--- config.mk ---
export PLATFORM = sky130hd
export DESIGN_NAME = divider_share_scheduler_flat
export DESIGN_NICKNAME = d
export VERILOG_FILES = /design/src/rtl/divider_share_pkg.sv /design/src/rtl/divider_share_scheduler_if.sv /design/src/rtl/divider_share_tag_pipe.sv /design/src/rtl/divider_share_scheduler.sv /design/src/flat_wrapper.sv
export SDC_FILE = /design/constraint.sdc
export NUM_CORES = 1
export LEC_CHECK = 0
export BUFFER_PORTS_ARGS = -buffer_cell sky130_fd_sc_hd__clkbuf_2
export CORE_AREA = 5 5 157 159
export CTS_CLUSTER_SIZE = 25
export DETAILED_ROUTE_END_ITERATION = 8
export DIE_AREA = 0 0 162 164
export PLACE_DENSITY = 0.68
export REMOVE_ABC_BUFFERS = 1
export SLEW_MARGIN = 20
export SYNTH_ARGS = -nofsm -noshare
export SYNTH_HDL_FRONTEND = slang
export SYNTH_SLANG_ARGS = --single-unit
--- constraint.sdc ---
create_clock -name clk_1 -period 4 [get_ports clk_1]
set_input_delay 0.2 -clock clk_1 [delete_from_list [all_inputs] [get_ports clk_1]]
set_output_delay 0.2 -clock clk_1 [all_outputs]
set_load 0.005 [all_outputs]
--- src/rtl/divider_share_pkg.sv ---
// Shared widths, tag layout and round-robin helper for the divider share scheduler.
// Optional zero-divisor guard is enabled with DIV_SHARE_ZERO_GUARD_EN.
package divider_share_pkg;

    localparam int N_REQ_DEF       = 4;
    localparam int OP_W_DEF        = 32;
    localparam int RES_W_DEF       = 38;
    localparam int DIV_LATENCY_DEF = 8;

    // Tag ids are sized for the largest supported requester count.
    localparam int MAX_REQ = 8;
    localparam int ID_W    = $clog2(MAX_REQ);

    typedef struct packed {
        logic            valid;
        logic [ID_W-1:0] id;
        logic            zero;
    } tag_t;

    // Returns {found, index}: first set bit of mask at or above ptr, wrapping at n.
    function automatic logic [ID_W:0] rr_pick(
        input logic [MAX_REQ-1:0] mask,
        input logic [ID_W-1:0]    ptr,
        input int                 n
    );
        logic            found;
        logic [ID_W-1:0] idx;
        int              k;
        found = 1'b0;
        idx   = '0;
        for (int i = 0; i < MAX_REQ; i++) begin
            k = (int'(ptr) + i) % n;
            if (!found && i < n && mask[k]) begin
                found = 1'b1;
                idx   = k[ID_W-1:0];
            end
        end
        return {found, idx};
    endfunction

endpackage

--- src/rtl/divider_share_scheduler_if.sv ---
// Requester and divider-side signal bundle of the divider share scheduler.
// div_zero exists only when DIV_SHARE_ZERO_GUARD_EN is defined.
interface divider_share_scheduler_if
    import divider_share_pkg::*;
#(
    parameter int N_REQ = N_REQ_DEF,
    parameter int OP_W  = OP_W_DEF,
    parameter int RES_W = RES_W_DEF
);

    logic [N_REQ-1:0]      req_valid;
    logic [N_REQ-1:0]      req_ready;
    logic [N_REQ*OP_W-1:0] req_a;
    logic [N_REQ*OP_W-1:0] req_b;
    logic [OP_W-1:0]       div_a;
    logic [OP_W-1:0]       div_b;
    logic                  div_tvalid;
    logic [RES_W-1:0]      div_op;
    logic [N_REQ-1:0]      rsp_valid;
    logic [RES_W-1:0]      rsp_data;
`ifdef DIV_SHARE_ZERO_GUARD_EN
    logic                  div_zero;
`endif

    modport slave (
        input  req_valid,
        input  req_a,
        input  req_b,
        input  div_op,
        output req_ready,
        output div_a,
        output div_b,
        output div_tvalid,
        output rsp_valid,
        output rsp_data
`ifdef DIV_SHARE_ZERO_GUARD_EN
        ,
        output div_zero
`endif
    );

    modport master (
        output req_valid,
        output req_a,
        output req_b,
        output div_op,
        input  req_ready,
        input  div_a,
        input  div_b,
        input  div_tvalid,
        input  rsp_valid,
        input  rsp_data
`ifdef DIV_SHARE_ZERO_GUARD_EN
        ,
        input  div_zero
`endif
    );

endinterface

--- src/rtl/divider_share_tag_pipe.sv ---
// Fixed-depth tag shift register that tracks in-flight divider requests.
// Advances only on ce; cleared asynchronously by clr.
module divider_share_tag_pipe
    import divider_share_pkg::*;
#(
    parameter int DEPTH = DIV_LATENCY_DEF
) (
    input  logic clk,
    input  logic clr,
    input  logic ce,
    input  tag_t din,
    output tag_t dout,
    output logic any_valid
);

    tag_t stage [DEPTH];

    always_ff @(posedge clk or posedge clr) begin
        if (clr) begin
            for (int i = 0; i < DEPTH; i++) stage[i] <= '0;
        end else if (ce) begin
            stage[0] <= din;
            for (int i = 1; i < DEPTH; i++) stage[i] <= stage[i-1];
        end
    end

    always_comb begin
        any_valid = 1'b0;
        for (int i = 0; i < DEPTH; i++) any_valid = any_valid | stage[i].valid;
    end

    assign dout = stage[DEPTH-1];

endmodule

--- src/rtl/divider_share_scheduler.sv ---
// Round-robin time-sharing of one pipelined divider with quotient routing by tag.
// DIV_SHARE_ZERO_GUARD_EN saturates quotients of zero divisors and adds div_zero.
module divider_share_scheduler
    import divider_share_pkg::*;
#(
    parameter int N_REQ       = N_REQ_DEF,
    parameter int OP_W        = OP_W_DEF,
    parameter int RES_W       = RES_W_DEF,
    parameter int DIV_LATENCY = DIV_LATENCY_DEF
) (
    input  logic clk_1,
    input  logic clr,
    input  logic ce_1,
    divider_share_scheduler_if.slave bus,
    output logic busy
);

    logic [ID_W-1:0]    ptr;
    logic [N_REQ-1:0]   pending;
    logic [MAX_REQ-1:0] elig;
    logic [ID_W:0]      pick;
    logic [ID_W-1:0]    gidx;
    logic               grant;
    logic [N_REQ-1:0]   gnt_oh;
    logic [OP_W-1:0]    sel_a;
    logic [OP_W-1:0]    sel_b;

    logic [OP_W-1:0]    div_a_q;
    logic [OP_W-1:0]    div_b_q;
    logic               tvalid_q;
    logic [ID_W-1:0]    issue_id;
    logic [N_REQ-1:0]   rsp_valid_q;
    logic [RES_W-1:0]   rsp_data_q;
    logic [N_REQ-1:0]   rsp_oh;

    tag_t               tag_in;
    tag_t               tag_out;
    logic               tags_busy;

`ifdef DIV_SHARE_ZERO_GUARD_EN
    logic               issue_zero;
    logic               div_zero_q;
`else
    logic               unused_zero;
    assign unused_zero = tag_out.zero;
`endif

    always_comb begin
        elig = '0;
        elig[N_REQ-1:0] = bus.req_valid & ~pending;
        pick   = rr_pick(elig, ptr, N_REQ);
        gidx   = pick[ID_W-1:0];
        grant  = pick[ID_W] & ce_1 & ~clr;
        gnt_oh = grant ? (N_REQ'(1) << gidx) : '0;
        sel_a  = bus.req_a[int'(gidx)*OP_W +: OP_W];
        sel_b  = bus.req_b[int'(gidx)*OP_W +: OP_W];
        rsp_oh = N_REQ'(1) << tag_out.id;
    end

    always_ff @(posedge clk_1 or posedge clr) begin
        if (clr) begin
            ptr         <= '0;
            pending     <= '0;
            div_a_q     <= '0;
            div_b_q     <= '0;
            tvalid_q    <= 1'b0;
            issue_id    <= '0;
            rsp_valid_q <= '0;
            rsp_data_q  <= '0;
        end else if (ce_1) begin
            tvalid_q <= grant;
            // A response frees its requester only from the next cycle on.
            pending  <= (pending | gnt_oh) & ~rsp_valid_q;
            if (grant) begin
                ptr      <= (int'(gidx) == N_REQ - 1) ? '0 : gidx + 1'b1;
                div_a_q  <= sel_a;
                div_b_q  <= sel_b;
                issue_id <= gidx;
            end
            rsp_valid_q <= tag_out.valid ? rsp_oh : '0;
            if (tag_out.valid) begin
`ifdef DIV_SHARE_ZERO_GUARD_EN
                rsp_data_q <= tag_out.zero ?
                              {1'b0, {(RES_W-1){1'b1}}} : bus.div_op;
`else
                rsp_data_q <= bus.div_op;
`endif
            end
        end
    end

`ifdef DIV_SHARE_ZERO_GUARD_EN
    always_ff @(posedge clk_1 or posedge clr) begin
        if (clr) begin
            issue_zero <= 1'b0;
            div_zero_q <= 1'b0;
        end else if (ce_1) begin
            if (grant) issue_zero <= (sel_b == '0);
            div_zero_q <= tag_out.valid & tag_out.zero;
        end
    end

    assign bus.div_zero = div_zero_q;
`endif

    // Tags enter alongside div_tvalid so the last stage lines up with div_op.
    always_comb begin
        tag_in       = '0;
        tag_in.valid = tvalid_q;
        tag_in.id    = issue_id;
`ifdef DIV_SHARE_ZERO_GUARD_EN
        tag_in.zero  = issue_zero;
`endif
    end

    divider_share_tag_pipe #(
        .DEPTH(DIV_LATENCY)
    ) u_tags (
        .clk       (clk_1),
        .clr       (clr),
        .ce        (ce_1),
        .din       (tag_in),
        .dout      (tag_out),
        .any_valid (tags_busy)
    );

    assign bus.req_ready  = gnt_oh;
    assign bus.div_a      = div_a_q;
    assign bus.div_b      = div_b_q;
    assign bus.div_tvalid = tvalid_q;
    assign bus.rsp_valid  = rsp_valid_q;
    assign bus.rsp_data   = rsp_data_q;
    assign busy = tags_busy | tvalid_q | (|rsp_valid_q);

endmodule

--- src/flat_wrapper.sv ---
// flat-port wrapper written by rule: the top's interface ports become plain ports
module divider_share_scheduler_flat import divider_share_pkg::*;
#(
    parameter int N_REQ       = N_REQ_DEF,
    parameter int OP_W        = OP_W_DEF,
    parameter int RES_W       = RES_W_DEF,
    parameter int DIV_LATENCY = DIV_LATENCY_DEF
)
  (clk_1, clr, ce_1, busy, bus_req_valid, bus_req_a, bus_req_b, bus_div_op, bus_req_ready, bus_div_a, bus_div_b, bus_div_tvalid, bus_rsp_valid, bus_rsp_data);
  divider_share_scheduler_if #(.N_REQ(N_REQ), .OP_W(OP_W), .RES_W(RES_W)) bus_i ();
  input  logic clk_1;
  input  logic clr;
  input  logic ce_1;
  output logic busy;
  input wire logic [$bits(bus_i.req_valid)-1:0] bus_req_valid;
  input wire logic [$bits(bus_i.req_a)-1:0] bus_req_a;
  input wire logic [$bits(bus_i.req_b)-1:0] bus_req_b;
  input wire logic [$bits(bus_i.div_op)-1:0] bus_div_op;
  output wire logic [$bits(bus_i.req_ready)-1:0] bus_req_ready;
  output wire logic [$bits(bus_i.div_a)-1:0] bus_div_a;
  output wire logic [$bits(bus_i.div_b)-1:0] bus_div_b;
  output wire logic [$bits(bus_i.div_tvalid)-1:0] bus_div_tvalid;
  output wire logic [$bits(bus_i.rsp_valid)-1:0] bus_rsp_valid;
  output wire logic [$bits(bus_i.rsp_data)-1:0] bus_rsp_data;
  assign bus_i.req_valid = bus_req_valid;
  assign bus_i.req_a = bus_req_a;
  assign bus_i.req_b = bus_req_b;
  assign bus_i.div_op = bus_div_op;
  assign bus_req_ready = bus_i.req_ready;
  assign bus_div_a = bus_i.div_a;
  assign bus_div_b = bus_i.div_b;
  assign bus_div_tvalid = bus_i.div_tvalid;
  assign bus_rsp_valid = bus_i.rsp_valid;
  assign bus_rsp_data = bus_i.rsp_data;
  divider_share_scheduler #(.N_REQ(N_REQ), .OP_W(OP_W), .RES_W(RES_W), .DIV_LATENCY(DIV_LATENCY)) u_core (.clk_1(clk_1), .clr(clr), .ce_1(ce_1), .bus(bus_i), .busy(busy));
endmodule
==> results.cfg <==
[timing]
fmax_mhz = 355
timing.hold.ws_ns = 0.0267
fin_tns_setup_ns = 0
tightest_slew_ns = 0.871
final-max-slew-violation-count = 0
fin_skew_ns = 0.0104
post-route-min-period_ns = 2.82
final_hold_viol_count = 0
rsz0062_at_grt = no
finalSetupViolCount = 0
slew_headroom_pct = 41.9
period_share_pct = 70.5

[setup_path]
cp-start-kind = flop
crit_path_end_kind = output pin
arrival_ns = 2.62
worstSetupPathType = flop to output pin
crit_fanout = 43
worstPathRequired_ns = 3.80

[yosys]
synth_edf_count = 0
synth_top_cells_by_count = 139 x dfrtp_1, 128 x mux2i_1, 72 x nand2_1, 63 x mux2_2, 60 x o221ai_2
ys_warn_count = 0
synth-compound-area-share_pct = 14.9
synth_cell_type_count = 41
synth_simple_gate_area_share_pct = 5.98
yosysSeqAreaShare_pct = 47.4
yosysMostFrequentCell = dfrtp_1
yosys.area.top_type = dfrtp_1
synth_mux_area_share_pct = 27.1
ys.flop_type = dfrtp_1
syn-instance-count = 557
syn_area_um2 = 7340
avgSynthCellArea_um2 = 13.2
synthTopCellsByArea = dfrtp_1 47%, mux2i_1 17%, o221ai_2 12%, mux2_2 9.7%, nand2_1 3.7%
synth_top_family_by_area = multiplexers
synth_top_area_share_pct = 47.4
async_flop_share_pct = 100
ys_ff_latch = 139
synth_xor_xnor_area_share_pct = 0
synth-adder-area-share_pct = 0.171

[route]
routedWlPerCell_um = 18.1
vias = 6137
drtIter0Drc = 287
dr.pass1.iters = 4
via_per_inst = 4.81
detail-route-antenna-nets = 0
drcViolationCount = 0
routed_wl_um = 23200

[power_and_ir_drop]
power.density_nw_per_um2 = 694
cellLeakagePower_nw = 5.19
power_mw = 7.21
peakVddDrop_mv = 0.389

[cts]
clock-root-buffer = clkbuf_16
cts-resized-gates = 0
clockBufferDepth = 2
cts_htree_levels = 4
cts_setup_buffers = 0
cts_hold_buf = 20
cts_tree = built
cts_buffers = 17
clock_sinks = 139
clkLatencyLatePin_ns = 0.41
clk_pin_slew_ns = 0.07

[cells_and_area]
finish.net_count = 1275
fin_util_pct = 44.9
fillers = 2197
finalInstanceArea_um2 = 10400
drive_gt1_share_pct = 59.5
multi_input_area_um2 = 3560
antenna_cells = 0
seqCellArea_um2 = 3480
synthToLayoutAreaGrowth_pct = 41.5

[global_route]
grt_pass1_vias = 6604
grt_max_degree = 95
grt_use_total_pct = 17.3
antenna_found_initial = 0
grt_pass1_wl_um = 36100
grt_overflow_total = 0

[placed_design]
dp_hpwl_um = 17900
place.gp.congestion = 0.905
portBuffers = 412
placed_area_um2 = 9570

[status]
status = completed

[floorplanning]
pin_count = 413
die_area_um2 = 26600
die_x_um = 162
start_util_pct = 31.7
die_y_um = 164
rows = 56
core_area_um2 = 23100

[worst_hold_path]
hold_path.class = input port to flop

[flow_run]
maxCapViolCount = 0
-- cells in the final DEF (no fill, tap or decap), types with 3 or more instances in the layout --
| cell type | instances |
|---|---|
| inv_1 | 3 |
| a2bb2oi_1 | 4 |
| mux2i_1 | 128 |
| clkbuf_2 | 412 |
| mux2_2 | 63 |
| dlygate4sd3_1 | 21 |
| dfrtp_1 | 139 |
| buf_4 | 4 |
| clkbuf_16 | 17 |
| nand2_1 | 72 |
| buf_12 | 3 |
| clkinvlp_4 | 3 |
| inv_6 | 6 |
| o221ai_1 | 4 |
| o2bb2ai_1 | 4 |
| nand2b_1 | 4 |
| o221ai_2 | 60 |
-- worst max-delay path, stage by stage, from the launching register on --
cell,delay (ns)
dfrtp_1,0.39
inv_1,0.08
a21oi_2,0.30
a311o_2,0.62
buf_4,0.52
nor2_1,0.11
clkbuf_2,0.14
-- logic make-up after synthesis --
logic type                 count (synthesis)
muxes                                    191
adders and majority gates                  1
DFF                                      139
buffers and inverters                     49
and+or+nand+nor                           95
AOI/OAI and AO/OA                         82
-- sequential cells by signal, summed over array words and instances, names as in the netlist, 3 cells and up --
| name | flops |
|---|---|
| u_core.bus.rsp_data | 38 |
| u_core.bus.div_a | 32 |
| u_core.bus.div_b | 32 |
| u_core.u_tags.stage | 21 |
| u_core.bus.rsp_valid | 4 |
| u_core.pending | 4 |
| u_core.u_tags.dout | 3 |
-- report_power, final --
part | leakage (nW) | internal (mW) | switching [mW]
registers | 1.71 | 2.07 | 0.417
logic | 3.20 | 1.58 | 1.56
clock network | 0.281 | 0.898 | 0.680
-- final timing paths --
| kind | startpoint | end | slack [ns] | cells past startpoint |
|---|---|---|---|---|
| setup / recovery | u_core.pending[2] | bus_req_ready[3] | 1.18 | 6 |
| hold / removal | bus_div_op[37] | u_core.bus.rsp_data[37] | 0.03 | 2 |
| setup reg to reg | u_core.pending[3] | u_core.bus.div_a[27] | 1.57 | 6 |
| hold reg to reg | u_core.bus.div_b[0] | u_core.bus.div_b[0] | 0.49 | 2 |
| max in group asynchronous | clr | u_core.bus.rsp_data[28] | 3.10 | 3 |
| min in group asynchronous | clr | u_core.bus.div_b[12] | 0.04 | 2 |
-- area by class of cell --
class                           count  share of cell area (%)
Clock buffer                       18                    4.23
Multi-Input combinational cell    369                    34.3
Tap cell                          290                    3.49
Timing Repair Buffer              440                    22.7
Inverter                            6                   0.265
Clock inverter                     14                    1.47
Sequential cell                   139                    33.5
-- metrics by stage --
stage,cells,worst slack [ns]
3_5_place_dp,1223,1.18
3_3_place_gp,1223,1.32
2_1_floorplan,514,-7.04
5_1_grt,1276,0.981
6_report,1276,1.18
4_1_cts,1275,1.13
-- per-layer routing --
layer / share of wire, % / up-vias / wire length (um) / global-route usage, %
met5: 0 / - / 0 / 0
met1: 40 / 2952 / 9180 / 21.8
li1: - / 2930 / - / -
met3: 6.3 / 29 / 1460 / 4.27
met2: 52 / 226 / 12000 / 29.0
met4: 2.2 / 0 / 510 / 5.92
Note: power is estimated with default switching activity, not from simulation.
